`src/rtl/m_shift_unit_if.sv`:
```
// rtl/m_shift_unit_if.sv - request/result handshake bundle for m_shift_unit
interface m_shift_unit_if #(
    parameter int WIDTH = 32,
    parameter int AW    = $clog2(WIDTH)
);
    logic             in_valid;
    logic             in_ready;
    logic [WIDTH-1:0] in_operand;
    logic [2:0]       in_kind;
    logic [AW-1:0]    in_amount;
    logic             out_valid;
    logic             out_ready;
    logic [WIDTH-1:0] out_result;
    logic             out_carry;
    logic             out_illegal;

    modport master (
        output in_valid, in_operand, in_kind, in_amount, out_ready,
        input  in_ready, out_valid, out_result, out_carry, out_illegal
    );

    modport slave (
        input  in_valid, in_operand, in_kind, in_amount, out_ready,
        output in_ready, out_valid, out_result, out_carry, out_illegal
    );
endinterface

```
`src/rtl/m_shift_unit.sv`:
```
// rtl/m_shift_unit.sv - iterative shift/rotate execution unit, STEP bit positions per cycle
module m_shift_unit #(
    parameter int WIDTH = 32,
    parameter int STEP  = 4,
    parameter int AW    = $clog2(WIDTH)
) (
    input logic           clk,
    input logic           rst,
    input logic           flush,
    m_shift_unit_if.slave bus
);
    localparam logic [2:0]  k_shl  = 3'd0;
    localparam logic [2:0]  k_shr  = 3'd1;
    localparam logic [2:0]  k_asr  = 3'd2;
    localparam logic [2:0]  k_rol  = 3'd3;
    localparam logic [2:0]  k_ror  = 3'd4;
    localparam logic [AW:0] step_c = (AW+1)'(STEP);

    typedef enum logic [1:0] {
        st_idle,
        st_shift,
        st_done
    } state_t;

    state_t           state_q;
    logic [WIDTH-1:0] work_q;
    logic [2:0]       kind_q;
    logic [AW:0]      rem_q;
    logic             carry_q;
    logic             illegal_q;

    logic             ready_c;
    logic             accept;
    logic [AW:0]      step_amt;
    logic [WIDTH:0]   shl_ext;
    logic [WIDTH:0]   shr_ext;
    logic [WIDTH:0]   asr_ext;
    logic [2*WIDTH-1:0] rol_dbl;
    logic [2*WIDTH-1:0] ror_dbl;
    logic [WIDTH-1:0] shift_res;
    logic             shift_carry;

    assign ready_c = (state_q == st_idle) || ((state_q == st_done) && bus.out_ready);
    assign accept  = bus.in_valid && ready_c && !flush;

    // The guard bit beside the operand catches the last bit shifted out,
    // and the doubled operand turns a rotate into a plain shift.
    always_comb begin
        step_amt    = (rem_q > step_c) ? step_c : rem_q;
        shl_ext     = {1'b0, work_q} << step_amt;
        shr_ext     = {work_q, 1'b0} >> step_amt;
        asr_ext     = $signed({work_q, 1'b0}) >>> step_amt;
        rol_dbl     = {work_q, work_q} << step_amt;
        ror_dbl     = {work_q, work_q} >> step_amt;
        shift_res   = work_q;
        shift_carry = carry_q;
        case (kind_q)
            k_shl: begin
                shift_res   = shl_ext[WIDTH-1:0];
                shift_carry = shl_ext[WIDTH];
            end
            k_shr: begin
                shift_res   = shr_ext[WIDTH:1];
                shift_carry = shr_ext[0];
            end
            k_asr: begin
                shift_res   = asr_ext[WIDTH:1];
                shift_carry = asr_ext[0];
            end
            k_rol: begin
                shift_res   = rol_dbl[2*WIDTH-1:WIDTH];
                shift_carry = rol_dbl[WIDTH];
            end
            k_ror: begin
                shift_res   = ror_dbl[WIDTH-1:0];
                shift_carry = ror_dbl[WIDTH-1];
            end
            default: begin
                shift_res   = work_q;
                shift_carry = carry_q;
            end
        endcase
    end

    always_ff @(posedge clk) begin
        if (rst) begin
            state_q   <= st_idle;
            work_q    <= '0;
            kind_q    <= k_shl;
            rem_q     <= '0;
            carry_q   <= 1'b0;
            illegal_q <= 1'b0;
        end else if (flush) begin
            state_q <= st_idle;
        end else begin
            case (state_q)
                st_shift: begin
                    work_q  <= shift_res;
                    carry_q <= shift_carry;
                    rem_q   <= rem_q - step_amt;
                    if (rem_q == step_amt) begin
                        state_q <= st_done;
                    end
                end
                st_done: begin
                    if (bus.out_ready) begin
                        state_q <= st_idle;
                    end
                end
                default: begin
                    state_q <= st_idle;
                end
            endcase
            // Acceptance overrides the DONE->IDLE step so results go back to back.
            if (accept) begin
                work_q    <= bus.in_operand;
                kind_q    <= bus.in_kind;
                rem_q     <= {1'b0, bus.in_amount};
                carry_q   <= 1'b0;
                illegal_q <= (bus.in_kind > k_ror);
                if ((bus.in_kind > k_ror) || (bus.in_amount == '0)) begin
                    state_q <= st_done;
                end else begin
                    state_q <= st_shift;
                end
            end
        end
    end

    assign bus.in_ready    = ready_c;
    assign bus.out_valid   = (state_q == st_done);
    assign bus.out_result  = work_q;
    assign bus.out_carry   = carry_q;
    assign bus.out_illegal = illegal_q;
endmodule
```
`src/flat_wrapper.sv`:
```
// flat-port wrapper written by rule: the top's interface ports become plain ports
module m_shift_unit_flat 
#(
    parameter int WIDTH = 32,
    parameter int STEP  = 4,
    parameter int AW    = $clog2(WIDTH)
)
  (clk, rst, flush, bus_in_valid, bus_in_operand, bus_in_kind, bus_in_amount, bus_out_ready, bus_in_ready, bus_out_valid, bus_out_result, bus_out_carry, bus_out_illegal);
  m_shift_unit_if #(.WIDTH(WIDTH), .AW(AW)) bus_i ();
  input logic clk;
  input logic rst;
  input logic flush;
  input wire logic [$bits(bus_i.in_valid)-1:0] bus_in_valid;
  input wire logic [$bits(bus_i.in_operand)-1:0] bus_in_operand;
  input wire logic [$bits(bus_i.in_kind)-1:0] bus_in_kind;
  input wire logic [$bits(bus_i.in_amount)-1:0] bus_in_amount;
  input wire logic [$bits(bus_i.out_ready)-1:0] bus_out_ready;
  output wire logic [$bits(bus_i.in_ready)-1:0] bus_in_ready;
  output wire logic [$bits(bus_i.out_valid)-1:0] bus_out_valid;
  output wire logic [$bits(bus_i.out_result)-1:0] bus_out_result;
  output wire logic [$bits(bus_i.out_carry)-1:0] bus_out_carry;
  output wire logic [$bits(bus_i.out_illegal)-1:0] bus_out_illegal;
  assign bus_i.in_valid = bus_in_valid;
  assign bus_i.in_operand = bus_in_operand;
  assign bus_i.in_kind = bus_in_kind;
  assign bus_i.in_amount = bus_in_amount;
  assign bus_i.out_ready = bus_out_ready;
  assign bus_in_ready = bus_i.in_ready;
  assign bus_out_valid = bus_i.out_valid;
  assign bus_out_result = bus_i.out_result;
  assign bus_out_carry = bus_i.out_carry;
  assign bus_out_illegal = bus_i.out_illegal;
  m_shift_unit #(.WIDTH(WIDTH), .STEP(STEP), .AW(AW)) u_core (.clk(clk), .rst(rst), .flush(flush), .bus(bus_i));
endmodule
```
`config.mk`:
```
export PLATFORM = sky130hd
export DESIGN_NAME = m_shift_unit_flat
export DESIGN_NICKNAME = d
export VERILOG_FILES = /design/src/rtl/m_shift_unit_if.sv /design/src/rtl/m_shift_unit.sv /design/src/flat_wrapper.sv
export SDC_FILE = /design/constraint.sdc
export NUM_CORES = 1
export LEC_CHECK = 0
export ABC_AREA = 1
export CORE_ASPECT_RATIO = 1.2
export CORE_MARGIN = 1
export CORE_UTILIZATION = 60
export CTS_BUF_LIST = sky130_fd_sc_hd__clkbuf_2 sky130_fd_sc_hd__clkbuf_4 sky130_fd_sc_hd__clkbuf_8
export DETAILED_ROUTE_END_ITERATION = 8
export GPL_ROUTABILITY_DRIVEN = 0
export MAX_ROUTING_LAYER = met4
export PLACE_DENSITY = 0.89
export SLEW_MARGIN = 20
export SYNTH_ARGS = -nofsm -noshare
export SYNTH_HDL_FRONTEND = slang
export SYNTH_SLANG_ARGS = --single-unit
```
`constraint.sdc`:
```
create_clock -name clk -period 3.01 [get_ports clk]
set_clock_uncertainty 0.1 [all_clocks]
set_input_delay 0.602 -clock clk [delete_from_list [all_inputs] [get_ports clk]]
set_output_delay 0.602 -clock clk [all_outputs]
set_load 0.02 [all_outputs]
```
* Word level (Yosys, flattened, before mapping)
Index checks and enable logic that the tools add are counted.
** Storage, ports and cells
- Bits in registers :: 45
- Bits of input ports :: 45
- Output and inout port bits :: 36
** Operators by class
- $add $sub $neg :: 1
- Order comparisons :: 2
- Equality and inequality tests :: 9
- Shift operators :: 5
- Mux-type cells :: 14
- Bitwise logic cells :: 1
- Reduce and logical (&&, ||, !) cells :: 16
** Operators with widths (count)
- $pmux W32 S5 :: 1
- $mux W32 :: 2
- $shl A64 B6 Y64 :: 1
- $shr A64 B6 Y32 :: 1
- $shl A32 B6 Y33 :: 1
- $shr A33 B6 Y33 :: 1
- $sshr A33 B6 Y33 :: 1
- $mux W6 :: 3
- $mux W2 :: 4
- $eq A3 B2 Y1 const B :: 2
- $eq A6 B6 Y1 :: 1
- $gt A6 B3 Y1 const B :: 1
- $reduce_and A2 Y1 :: 3
- $reduce_bool A6 Y1 :: 1
- $sub A6 B6 Y6 :: 1
- $logic_not A5 Y1 :: 1
- $pmux W1 S5 :: 1
- $pmux W2 S2 :: 1
- $eq A3 B1 Y1 const B :: 1
- $eq A3 B3 Y1 const B :: 1
- $gt A3 B3 Y1 const B :: 1
- $logic_and A1 B1 Y1 :: 3
- $logic_not A3 Y1 :: 1
- $ne A3 B1 Y1 const B :: 1
- other kinds (11) :: 13

* Logic depth before layout (Yosys ltp)
Gate-level depths: netlist of the first run.
- Depth after elaboration :: 7
- Depth in mapped cells :: 14
- Depth with buffers taken out :: 13

* Least setup slack after synthesis of the first run
OpenSTA, ideal clock, no wires.
- Path type :: flip-flop to flip-flop
- From :: reg u_core.rem_q[3]
- To :: reg u_core.rem_q[4]
- Data arrival time :: 1.788 ns
- Required time :: 2.778 ns
- Setup slack :: 0.990 ns
- Cell stages (with the launch flop) :: 12
- Cell sequence :: dfxtp_1 -> nor2_8 -> nand2_8 -> clkbuf_1 -> nand2_1 -> ha_1 -> a21oi_1 -> or2_2 -> nand2_1 -> xor2_1 -> o21ai_0 -> a21oi_1
** On the way
- Cells in the longest elaborated chain, start to end :: 5
** RTL lines
- start, declared :: line m_shift_unit.sv:28 : logic [AW:0] rem_q;
- start signal, assigned :: line m_shift_unit.sv:100 : rem_q <= rem_q - step_amt;
- start signal, assigned :: line m_shift_unit.sv:118 : rem_q <= {1'b0, bus.in_amount};
- $gt A6 B3 Y1 :: line m_shift_unit.sv:49 : step_amt = (rem_q > step_c) ? step_c : rem_q;
- $mux W6 :: line m_shift_unit.sv:49
- $sub A6 B6 Y6 * :: line m_shift_unit.sv:100
- $mux W6 * :: line m_shift_unit.sv:96 : case (state_q)
- $mux W6 * :: line m_shift_unit.sv:115 : if (accept) begin
Mark *: on every way between the ends. The rest lies on a longest branch, timed or not. The select of a mux whose other input is x is not followed.
A chain may end at the register's enable or synchronous reset.

* Worst setup path after layout of the first run
- From :: in bus_out_ready
- To :: out bus_in_ready
** On the way
- Cells in the longest elaborated chain, start to end :: 2
** RTL lines
- start, declared :: line flat_wrapper.sv:17 : input wire logic [$bits(bus_i.out_ready)-1:0] bus_out_ready;
- $logic_and A1 B1 Y1 :: line m_shift_unit.sv:43 : assign ready_c = (state_q == st_idle) || ((state_q == st_done) && bus.out_ready);
- $logic_or A1 B1 Y1 :: line m_shift_unit.sv:43
- end, declared :: line flat_wrapper.sv:18 : output wire logic [$bits(bus_i.in_ready)-1:0] bus_in_ready;
No other way between the ends.

==> results of run 1 <==
critical path, delay by kind of cell:
kind	cells	cell delay, ns
simple gates	2	0.11
buf+inv	4	1.16
flip-flops by register name, indices dropped and copies added, names as in the netlist:
name	flops
u_core.bus.out_illegal	1
u_core.bus.out_carry	1
u_core.state_q	2
u_core.bus.out_result	32
u_core.kind_q	3
u_core.rem_q	6
kinds of logic (layout without fill, tap and decap cells):
kind of cell,count (synthesis),count (layout),synth area share
buffers and inverters,134,191,0.121
flip-flops,45,45,0.199
AND/OR/NAND/NOR,467,467,0.449
AO/OA/AOI/OAI,182,182,0.226
adder cells (fa/ha/maj),1,1,0.00276
other,1,1,0.000829
XOR/XNOR,1,1,0.00194
metrics by stage:
step           setup WS [ns]  utilization  power (µW)  cells
2_1_floorplan          0.990            -        1300    831
3_3_place_gp           0.284        0.742        1580    971
3_5_place_dp           0.208        0.742        1590    971
4_1_cts                0.436        0.754        2000    978
5_1_grt                0.276        0.754        2140    978
6_report               0.439        0.754        2030    978
power by group through the flow:
stage	clock (µW)	sequential, µW	combinational, µW
after detailed placement	0	682	909
after CTS	419	668	914
final	415	672	942
after global routing	433	675	1030
after global placement	0	681	897
after floorplan	0	698	598
placed cells by master (no fill, tap or decap), types with 3 or more instances in the layout:
master | synthesis | routed
o21ai_1 | 32 | 31
a21oi_1 | 78 | 78
a211oi_1 | 3 | 3
inv_1 | 78 | 78
o21ai_0 | 32 | 32
buf_4 | 5 | 19
dfxtp_1 | 45 | 45
nand4_1 | 23 | 23
clkdlybuf4s50_1 | 0 | 80
nor3_1 | 7 | 7
nand3_1 | 96 | 96
nand2_1 | 269 | 269
inv_2 | 3 | 3
o211ai_1 | 15 | 15
nor2_1 | 59 | 59
a31oi_1 | 4 | 4
or2_2 | 4 | 4
clkbuf_8 | 0 | 6
o2111ai_1 | 6 | 6
o221ai_1 | 5 | 5
cell type report:
cell class                 instances  area (µm²)  share of cell area
multi-input combinational        652        3090               0.563
clock buffer                       7        90.1              0.0164
tap                               90         113              0.0205
sequential                        45         901               0.164
inverter                          83         312              0.0568
timing repair buffer             101         983               0.179
routing by layer:
metal | vias up | share of wire
li1 | 2899 | -
met1 | 2701 | 0.35
met2 | 465 | 0.46
met3 | 157 | 0.10
met4 | 0 | 0.090
met5 | - | 0
final timing paths:
path / end / slack, ns / cells past startpoint
worst max-delay path: bus_in_ready / 0.44 / 6
worst min-delay path: u_core.bus.out_carry / 0.38 / 2
worst max register to register: u_core.bus.out_carry / 0.51 / 12
worst min register to register: u_core.bus.out_carry / 0.38 / 2
==> key figures, run 1 <==
Outcome
  – Status: complete, no violations

Power and ir drop
  – Internal power: 1160 µW
  – P per Cell Area: 370 nW/µm²
  – Clock power share: 0.205
  – Switching share of total power: 0.429
  – Peak VDD IR: 0.000264 V
  – Combinational share of power: 0.464
  – Switch Pwr: 870 µW
  – Sequential Power Share: 0.331
  – LEAKAGE: around 0.0025 µW

Drt
  – Total wire length: 16300 µm
  – Post-DR wirelength/cell: 16.7 µm
  – Detail-routed via count per cell: 6.36
  – DR iter-0 viols: 845
  – DR vias: 6222
  – Number of routed nets with antenna violations: 0
  – DR DRC count: 0
  – DR pass1 iterations: 6

Clock network
  – CTS Hold Buffers Added: 0
  – Root Buffer: clkbuf_8
  – # clock sinks: between 40 and 50
  – Clock buffer depth: 2
  – Clock slew at reported path FFs: 0.09 ns
  – Resize count post-CTS: 0
  – CTS tree: built
  – Worst-Skew Late Latency: just over 0.3 ns
  – CTS buffer count: 5
  – Setup bufs post-CTS: 0
  – H-tree depth: 2

Setup path
  – Critical path launch point type: primary input
  – Critical path origin: bus_out_ready
  – Slowest stage delay, CP: 0.59 ns
  – CP arrival: about 1.9 ns
  – Slowest CP cell: clkdlybuf4s50_1
  – CP endpoint kind: output pin
  – CP required: between 2 and 2.5 ns
  – R2r startpoint: u_core.rem_q[3]
  – Crit-path cells: clkdlybuf4s50_1, inv_1, nand2_1, nand2_1, inv_1, clkdlybuf4s50_1
  – WS Path Type: in2out
  – CP max FO: 2

Global route
  – Gr busiest metal: met2
  – Largest net degree at the start of global routing: 43
  – Initial antenna violation count: 0
  – Met2 Usage GRT: 0.658
  – Routing usage on met3: 0.0845
  – GR met1 Demand/Resource: 0.505
  – Global-route wire length before repair: 26800 µm
  – Gr ovfl total: 0
  – Vias in the first global route: 5789
  – Total GRT Usage: 0.444

Floorplanning
  – Row count: 34
  – Core Footprint: approximately 7300 µm²
  – Ports: between 80 and 90
  – Starting Density: 0.622
  – Die X: 81.3 µm
  – Die H: 97.1 µm
  – Die area: approximately 7900 µm²

Logic synthesis
  – Synth cell types: 37
  – Synth area leader: nand2_1
  – Syn Nets: between 800 and 900
  – Ys Warns: 0
  – Synth Area per Inst: 5.45 µm²
  – Post-synth top flop: dfxtp_1
  – Mapped Area: 4530 µm²
  – Syn Inst Count: 831
  – Top cells by count, synth: nand2_1 (269), nand3_1 (96), a21oi_1 (78), inv_1 (78), nor2_1 (59)
  – Yosys top cell area share: 0.223
  – Register area share after synthesis: 0.199
  – Post-synth EDFFs: 0
  – Seq cells post-synth: 45
  – Count leader, synth: nand2_1
  – Top post-synthesis cells by area: nand2_1 (22%), dfxtp_1 (20%), nand3_1 (11%)
  – Async set or reset register ratio after synthesis: 0

Timing
  – Fin crit period: 2.57 ns
  – Slew @ Worst Pin: ~0.65 ns
  – Fin. Hold Viols: 0
  – Setup TNS: 0 ns
  – Slew margin rel.: 0.567
  – Final setup fails: 0
  – Hold Slack: between 0.3 and 0.4 ns
  – RSZ-0062 raised after global routing: no
  – Peak Freq: 0.389 GHz
  – Max Slew Vio Count: 0
  – Tcrit/Tclk final: 0.854

Min path
  – Hold Path Class: reg2reg
  – Critical hold path startpoint: u_core.bus.out_carry

Cells and area
  – Layout Cell Area excl Fill: 5490 µm²
  – Synth-to-Final Area Change: 21.2%
  – Layout cells sized above 1: 0.0495
  – Diodes inserted: 0
  – Fill cell count: between 600 and 700
  – Layout net count: around 930

Place
  – Input/output buffers: 80
  – Area after DPL: 5400 µm²
  – DP HPWL: between 10000 and 15000 µm

Job
  – Max cap viols: 0
(Power assumes the default switching activity.)
==> run 2, diff against run 1 <==
--- a/config.mk
+++ b/config.mk
@@ -6,12 +6,12 @@
 export NUM_CORES = 1
 export LEC_CHECK = 0
 export ABC_AREA = 1
+export ABC_CLOCK_PERIOD_IN_PS = 3010
 export CORE_ASPECT_RATIO = 1.2
 export CORE_MARGIN = 1
 export CORE_UTILIZATION = 60
 export CTS_BUF_LIST = sky130_fd_sc_hd__clkbuf_2 sky130_fd_sc_hd__clkbuf_4 sky130_fd_sc_hd__clkbuf_8
 export DETAILED_ROUTE_END_ITERATION = 8
-export GPL_ROUTABILITY_DRIVEN = 0
 export MAX_ROUTING_LAYER = met4
 export PLACE_DENSITY = 0.89
 export SLEW_MARGIN = 20
==> run 2 against run 1 <==
Register-to-register slack better by 0.10 ns. First-iteration DRC count grew 9.6%. Worst hold slack got worse by 0.0076 ns. Sequential share of layout area decreased by 0.093 points. Clock-buffer cell count unchanged. Sequential cell count stayed put. Routed wire length up 4.5%. Global-route usage grew 1.3 points. Total power grew 2.8%. Critical endpoint unchanged.
==> key figures, run 2 (same netlist as run 1, synthesis figures left out) <==
Place
  – Input/output buffers: 80
  – Gpl congestion: 1.02
  – DP HPWL: 12000 µm

Global route
  – Global-route wire length before repair: 27400 µm
  – Gr ovfl total: 0
  – Total GRT Usage: 0.456
  – Largest net degree at the start of global routing: 43
  – Initial antenna violation count: 0
  – Vias in the first global route: 5787

Power and ir drop
  – P per Cell Area: between 300 and 400 nW/µm²
  – Peak VDD IR: 0.000250 V
  – LEAKAGE: 0.00253 µW

Clock network
  – CTS Hold Buffers Added: 0
  – # clock sinks: 45
  – CTS tree: built
  – Clock buffer depth: 2
  – Resize count post-CTS: 0
  – Setup bufs post-CTS: 0
  – Clock slew at reported path FFs: 0.10 ns
  – Worst-Skew Late Latency: 0.31 ns
  – Root Buffer: clkbuf_8
  – CTS buffer count: 5
  – H-tree depth: 2

Setup path
  – Reg-to-reg endpoint: u_core.bus.out_result[3]
  – Critical path origin: bus_out_ready
  – CP max FO: 2
  – Crit path to: bus_in_ready
  – CP endpoint kind: output pin
  – R2R Setup Slk: 0.61 ns
  – R2r startpoint: u_core.rem_q[3]
  – FF-to-FF path depth: 13
  – Critical path launch point type: primary input
  – WS Path Type: in2out
  – CP required: 2.31 ns
  – CP arrival: 1.89 ns

Min path
  – Critical hold path startpoint: u_core.bus.out_carry
  – Hold Path Class: reg2reg

Floorplanning
  – Row count: 34
  – Die X: 81.3 µm
  – Core Footprint: 7270 µm²
  – Ports: 81
  – Die area: between 7000 and 8000 µm²
  – Starting Density: 0.622
  – Die H: 97.1 µm

Outcome
  – Status: complete, no violations

Drt
  – Detail-routed via count per cell: ~6.4
  – Total wire length: ~17000 µm
  – DR vias: 6276
  – DR pass1 iterations: 7
  – DR iter-0 viols: 926
  – Number of routed nets with antenna violations: 0
  – Post-DR wirelength/cell: 17.4 µm
  – DR DRC count: 0

Job
  – Max cap viols: 0

Cells and area
  – Fin util: 0.759
  – Layout net count: ~940
  – Layout cells sized above 1: 0.0517
  – Diodes inserted: 0
  – Max reg flops: 32
  – Highest-count cells in the layout ignoring fill and taps: nand2_1 (269), nand3_1 (96), clkdlybuf4s50_1 (80)
  – Synth-to-Final Area Change: 21.9%
  – Commonest non-fill, non-tap cell in the layout: nand2_1

Timing
  – Slew margin rel.: 0.596
  – Fin crit period: 2.60 ns
  – Final setup fails: 0
  – Peak Freq: between 0.3 and 0.4 GHz
  – Tcrit/Tclk final: 0.863
  – Slew @ Worst Pin: 0.598 ns
  – Max Slew Vio Count: 0
  – RSZ-0062 raised after global routing: no
  – Fin. Hold Viols: 0
  – Setup TNS: 0 ns
==> run 2: cell types whose count changed in the layout (fill, tap and decap cells not counted), sizes merged <==
cell	before	now
buf	21	22
clkinv	2	3
==> run 2: how the worst min path moves through the flow <==
| stage | endpoint | depth (start not counted) |
|---|---|---|
| floorplan | u_core.rem_q[5] | 2 |
| global placement | u_core.bus.out_carry | 2 |
| detailed placement | u_core.bus.out_carry | 2 |
| CTS | u_core.bus.out_carry | 2 |
| global route | u_core.bus.out_result[6] | 2 |
| finish | u_core.bus.out_carry | 2 |
==> run 2: metal layers <==
layer  global-route usage  vias to the layer above  part of all wire
li1                     -                     2883                 -
met1                0.527                     2741              0.36
met2                0.697                      508              0.45
met3               0.0761                      144              0.10
met4                0.331                        0             0.086
met5                    -                        -                 0
==> run 2: worst max-delay path, stage by stage <==
cell	delay [ns]
clkdlybuf4s50_1	0.47
inv_1	0.04
nand2_1	0.05
nand2_1	0.07
inv_1	0.06
clkdlybuf4s50_1	0.59
==> run 2: per-stage QoR <==
| stage | instances | setup WS (ns) | hold WS, ns | cell area (µm²) | total power [µW] |
|---|---|---|---|---|---|
| finish | 980 | 0.414 | 0.374 | 5520 | 2090 |
| global route | 980 | 0.312 | 0.421 | 5520 | 2180 |
| CTS | 980 | 0.421 | 0.377 | 5520 | 2040 |
| detailed placement | 972 | 0.199 | 0.360 | 5420 | 1610 |
| global placement | 972 | 0.279 | 0.355 | 5420 | 1600 |
| floorplan | 831 | 0.990 | 0.371 | 4530 | 1300 |
==> run 2: cell type report <==
| type | count | area [µm²] |
|---|---|---|
| Clock buffer | 7 | 96.3 |
| Clock inverter | 1 | 5.00 |
| Fill cell | 639 | 1760 |
| Inverter | 83 | 312 |
| Multi-Input combinational cell | 652 | 3090 |
| Sequential cell | 45 | 901 |
| Tap cell | 90 | 113 |
| Timing Repair Buffer | 102 | 1000 |
==> run 2: report_power, final <==
part	internal (µW)	total, µW	leakage, µW	switching (µW)
Sequential	627	669	0.000366	41.8
Clock	209	449	0.0000542	240
Combinational	349	969	0.00211	620
Total	1190	2090	0.00253	902
==> run 3, diff against run 2 <==
--- a/config.mk
+++ b/config.mk
@@ -9,11 +9,11 @@
 export ABC_CLOCK_PERIOD_IN_PS = 3010
 export CORE_ASPECT_RATIO = 1.2
 export CORE_MARGIN = 1
-export CORE_UTILIZATION = 60
+export CORE_UTILIZATION = 50
 export CTS_BUF_LIST = sky130_fd_sc_hd__clkbuf_2 sky130_fd_sc_hd__clkbuf_4 sky130_fd_sc_hd__clkbuf_8
 export DETAILED_ROUTE_END_ITERATION = 8
 export MAX_ROUTING_LAYER = met4
-export PLACE_DENSITY = 0.89
+export PLACE_DENSITY = 0.76
 export SLEW_MARGIN = 20
 export SYNTH_ARGS = -nofsm -noshare
 export SYNTH_HDL_FRONTEND = slang
==> run 3 against run 2 <==
First-iteration DRC count is 17% lower. Critical path depth is 6 higher. Via count is 0.24% lower. Die area is 20% higher. Sequential share of layout area is 0.24 points lower. Cell area is 1.5% higher. Total power is 7.3% higher. Maximum frequency is 2.5% lower. Worst hold slack better by 0.0056 ns. Non-clock buffer count is 4 higher. Sequential power hardly changed.
==> key figures, run 3 (same netlist as run 1, synthesis figures left out) <==
Timing
  – Hold Slack: 0.379 ns
  – RSZ-0062 raised after global routing: no
  – Fin crit period: 2.66 ns
  – Slew margin rel.: 0.594
  – Peak Freq: ~0.38 GHz
  – Final worst-path setup slack: 0.347 ns
  – Fin. Hold Viols: 0
  – Final setup fails: 0
  – Max Slew Vio Count: 0
  – Tcrit/Tclk final: 0.885
  – Slew @ Worst Pin: 0.605 ns
  – Setup TNS: 0 ns

Clock network
  – Clock slew at reported path FFs: 0.10 ns
  – CTS Hold Buffers Added: 0
  – H-tree depth: 2
  – Resize count post-CTS: 0
  – # clock sinks: 45
  – CTS tree: built
  – Worst-Skew Late Latency: about 0.34 ns
  – CTS buffer count: 5
  – Setup bufs post-CTS: 0
  – Root Buffer: clkbuf_8
  – Clock buffer depth: 2

Drt
  – DR pass1 iterations: 6
  – DR vias: 6261
  – Number of routed nets with antenna violations: 0
  – DR DRC count: 0
  – DR iter-0 viols: 769
  – Detail-routed via count per cell: 6.19
  – Post-DR wirelength/cell: 18.7 µm
  – Total wire length: 18900 µm

Cells and area
  – Max reg flops: 32
  – Commonest non-fill, non-tap cell in the layout: nand2_1
  – Layout net count: between 900 and 1000
  – Fin cells: 1011
  – Fin util: 0.647
  – Diodes inserted: 0
  – Highest-count cells in the layout ignoring fill and taps: nand2_1 (269), nand3_1 (96), clkdlybuf4s50_1 (80)
  – Layout cells sized above 1: 0.0559
  – Synth-to-Final Area Change: 23.8%

Power and ir drop
  – Internal power: ~1300 µW
  – Switching share of total power: 0.417
  – P per Cell Area: 400 nW/µm²
  – Sequential Power Share: 0.299
  – Clock power share: 0.264
  – Combinational share of power: 0.437
  – LEAKAGE: 0.00255 µW
  – Switch Pwr: 934 µW
  – Peak VDD IR: between 0.0002 and 0.00025 V

Global route
  – Total GRT Usage: 0.433
  – Gr busiest metal: met2
  – Gr ovfl total: 0
  – Met2 Usage GRT: 0.653
  – Initial antenna violation count: 0
  – Largest net degree at the start of global routing: 43
  – Global-route wire length before repair: between 30000 and 40000 µm
  – Vias in the first global route: 5994
  – Routing usage on met3: 0.108
  – GR met1 Demand/Resource: 0.479

Floorplanning
  – Ports: 81
  – Starting Density: 0.523
  – Core Footprint: ~8700 µm²
  – Row count: 37
  – Die area: 9440 µm²
  – Die H: 106 µm
  – Die X: 88.9 µm

Outcome
  – Status: complete, no violations

Setup path
  – WS Path Type: in2reg
  – Critical path launch point type: primary input
  – CP endpoint kind: flop
  – CP required: 3.19 ns
  – CP arrival: between 2 and 3 ns
  – CP max FO: 27

Job
  – Max cap viols: 0

Min path
  – Hold Path Class: reg2reg

Place
  – Pre-CTS setup slack: roughly 0.047 ns
  – Gpl congestion: 1.03
  – DP HPWL: 13700 µm
  – Input/output buffers: 80
  – Placed cell count: 1003
==> run 3: changes by cell type in the layout (fill, tap and decap cells not counted), sizes merged <==
| cell | previous run | this run |
|---|---|---|
| bufinv | 0 | 2 |
| clkbuf | 7 | 5 |
| buf | 22 | 26 |
==> run 3: path summary, 6_finish.rpt <==
check                                     startpoint                         to  slack (ns)  cells past startpoint
worst max-delay path                   bus_out_ready  u_core.bus.out_result[19]        0.35                     12
worst min-delay path            u_core.bus.out_carry       u_core.bus.out_carry        0.38                      2
worst max register to register       u_core.rem_q[5]   u_core.bus.out_result[6]        0.50                     11
worst min register to register  u_core.bus.out_carry       u_core.bus.out_carry        0.38                      2
==> run 3: metrics by stage <==
stage          total power [µW]  area, µm²
6_report                   2240       5600
5_1_grt                    2340       5600
4_1_cts                    2200       5600
3_5_place_dp               1620       5470
3_3_place_gp               1620       5470
2_1_floorplan              1300       4530
==> run 3: critical path, stage by stage <==
cell             delay [ns]
clkdlybuf4s50_1        0.48
inv_1                  0.05
nand2_1                0.05
nand2_1                0.07
nor2_1                 0.29
nor2_1                 0.12
nor2_2                 0.25
o21ai_2                0.24
buf_4                  0.29
a211oi_1               0.25
nand2_1                0.08
inv_1                  0.05
==> run 3: layout make-up <==
type / count / area [µm²]
Clock inverter: 3 / 65.1
Fill cell: 879 / 3060
Sequential cell: 45 / 901
Multi-Input combinational cell: 652 / 3090
Timing Repair Buffer: 106 / 1020
Clock buffer: 5 / 68.8
Inverter: 83 / 312
Tap cell: 117 / 146
==> run 3: power by group through the flow <==
stage                     Sequential (µW)  Clock, µW  Combinational (µW)
final                                 670        592                 978
after global routing                  673        601                1070
after CTS                             668        583                 949
after detailed placement              681          0                 943
after global placement                680          0                 938
after floorplan                       698          0                 598
==> run 3: per-layer routing <==
metal  up-vias  wire, µm
met3       129      1810
met5         -         0
met2       468      8930
li1       2898         -
met4         0      1520
met1      2766      6650
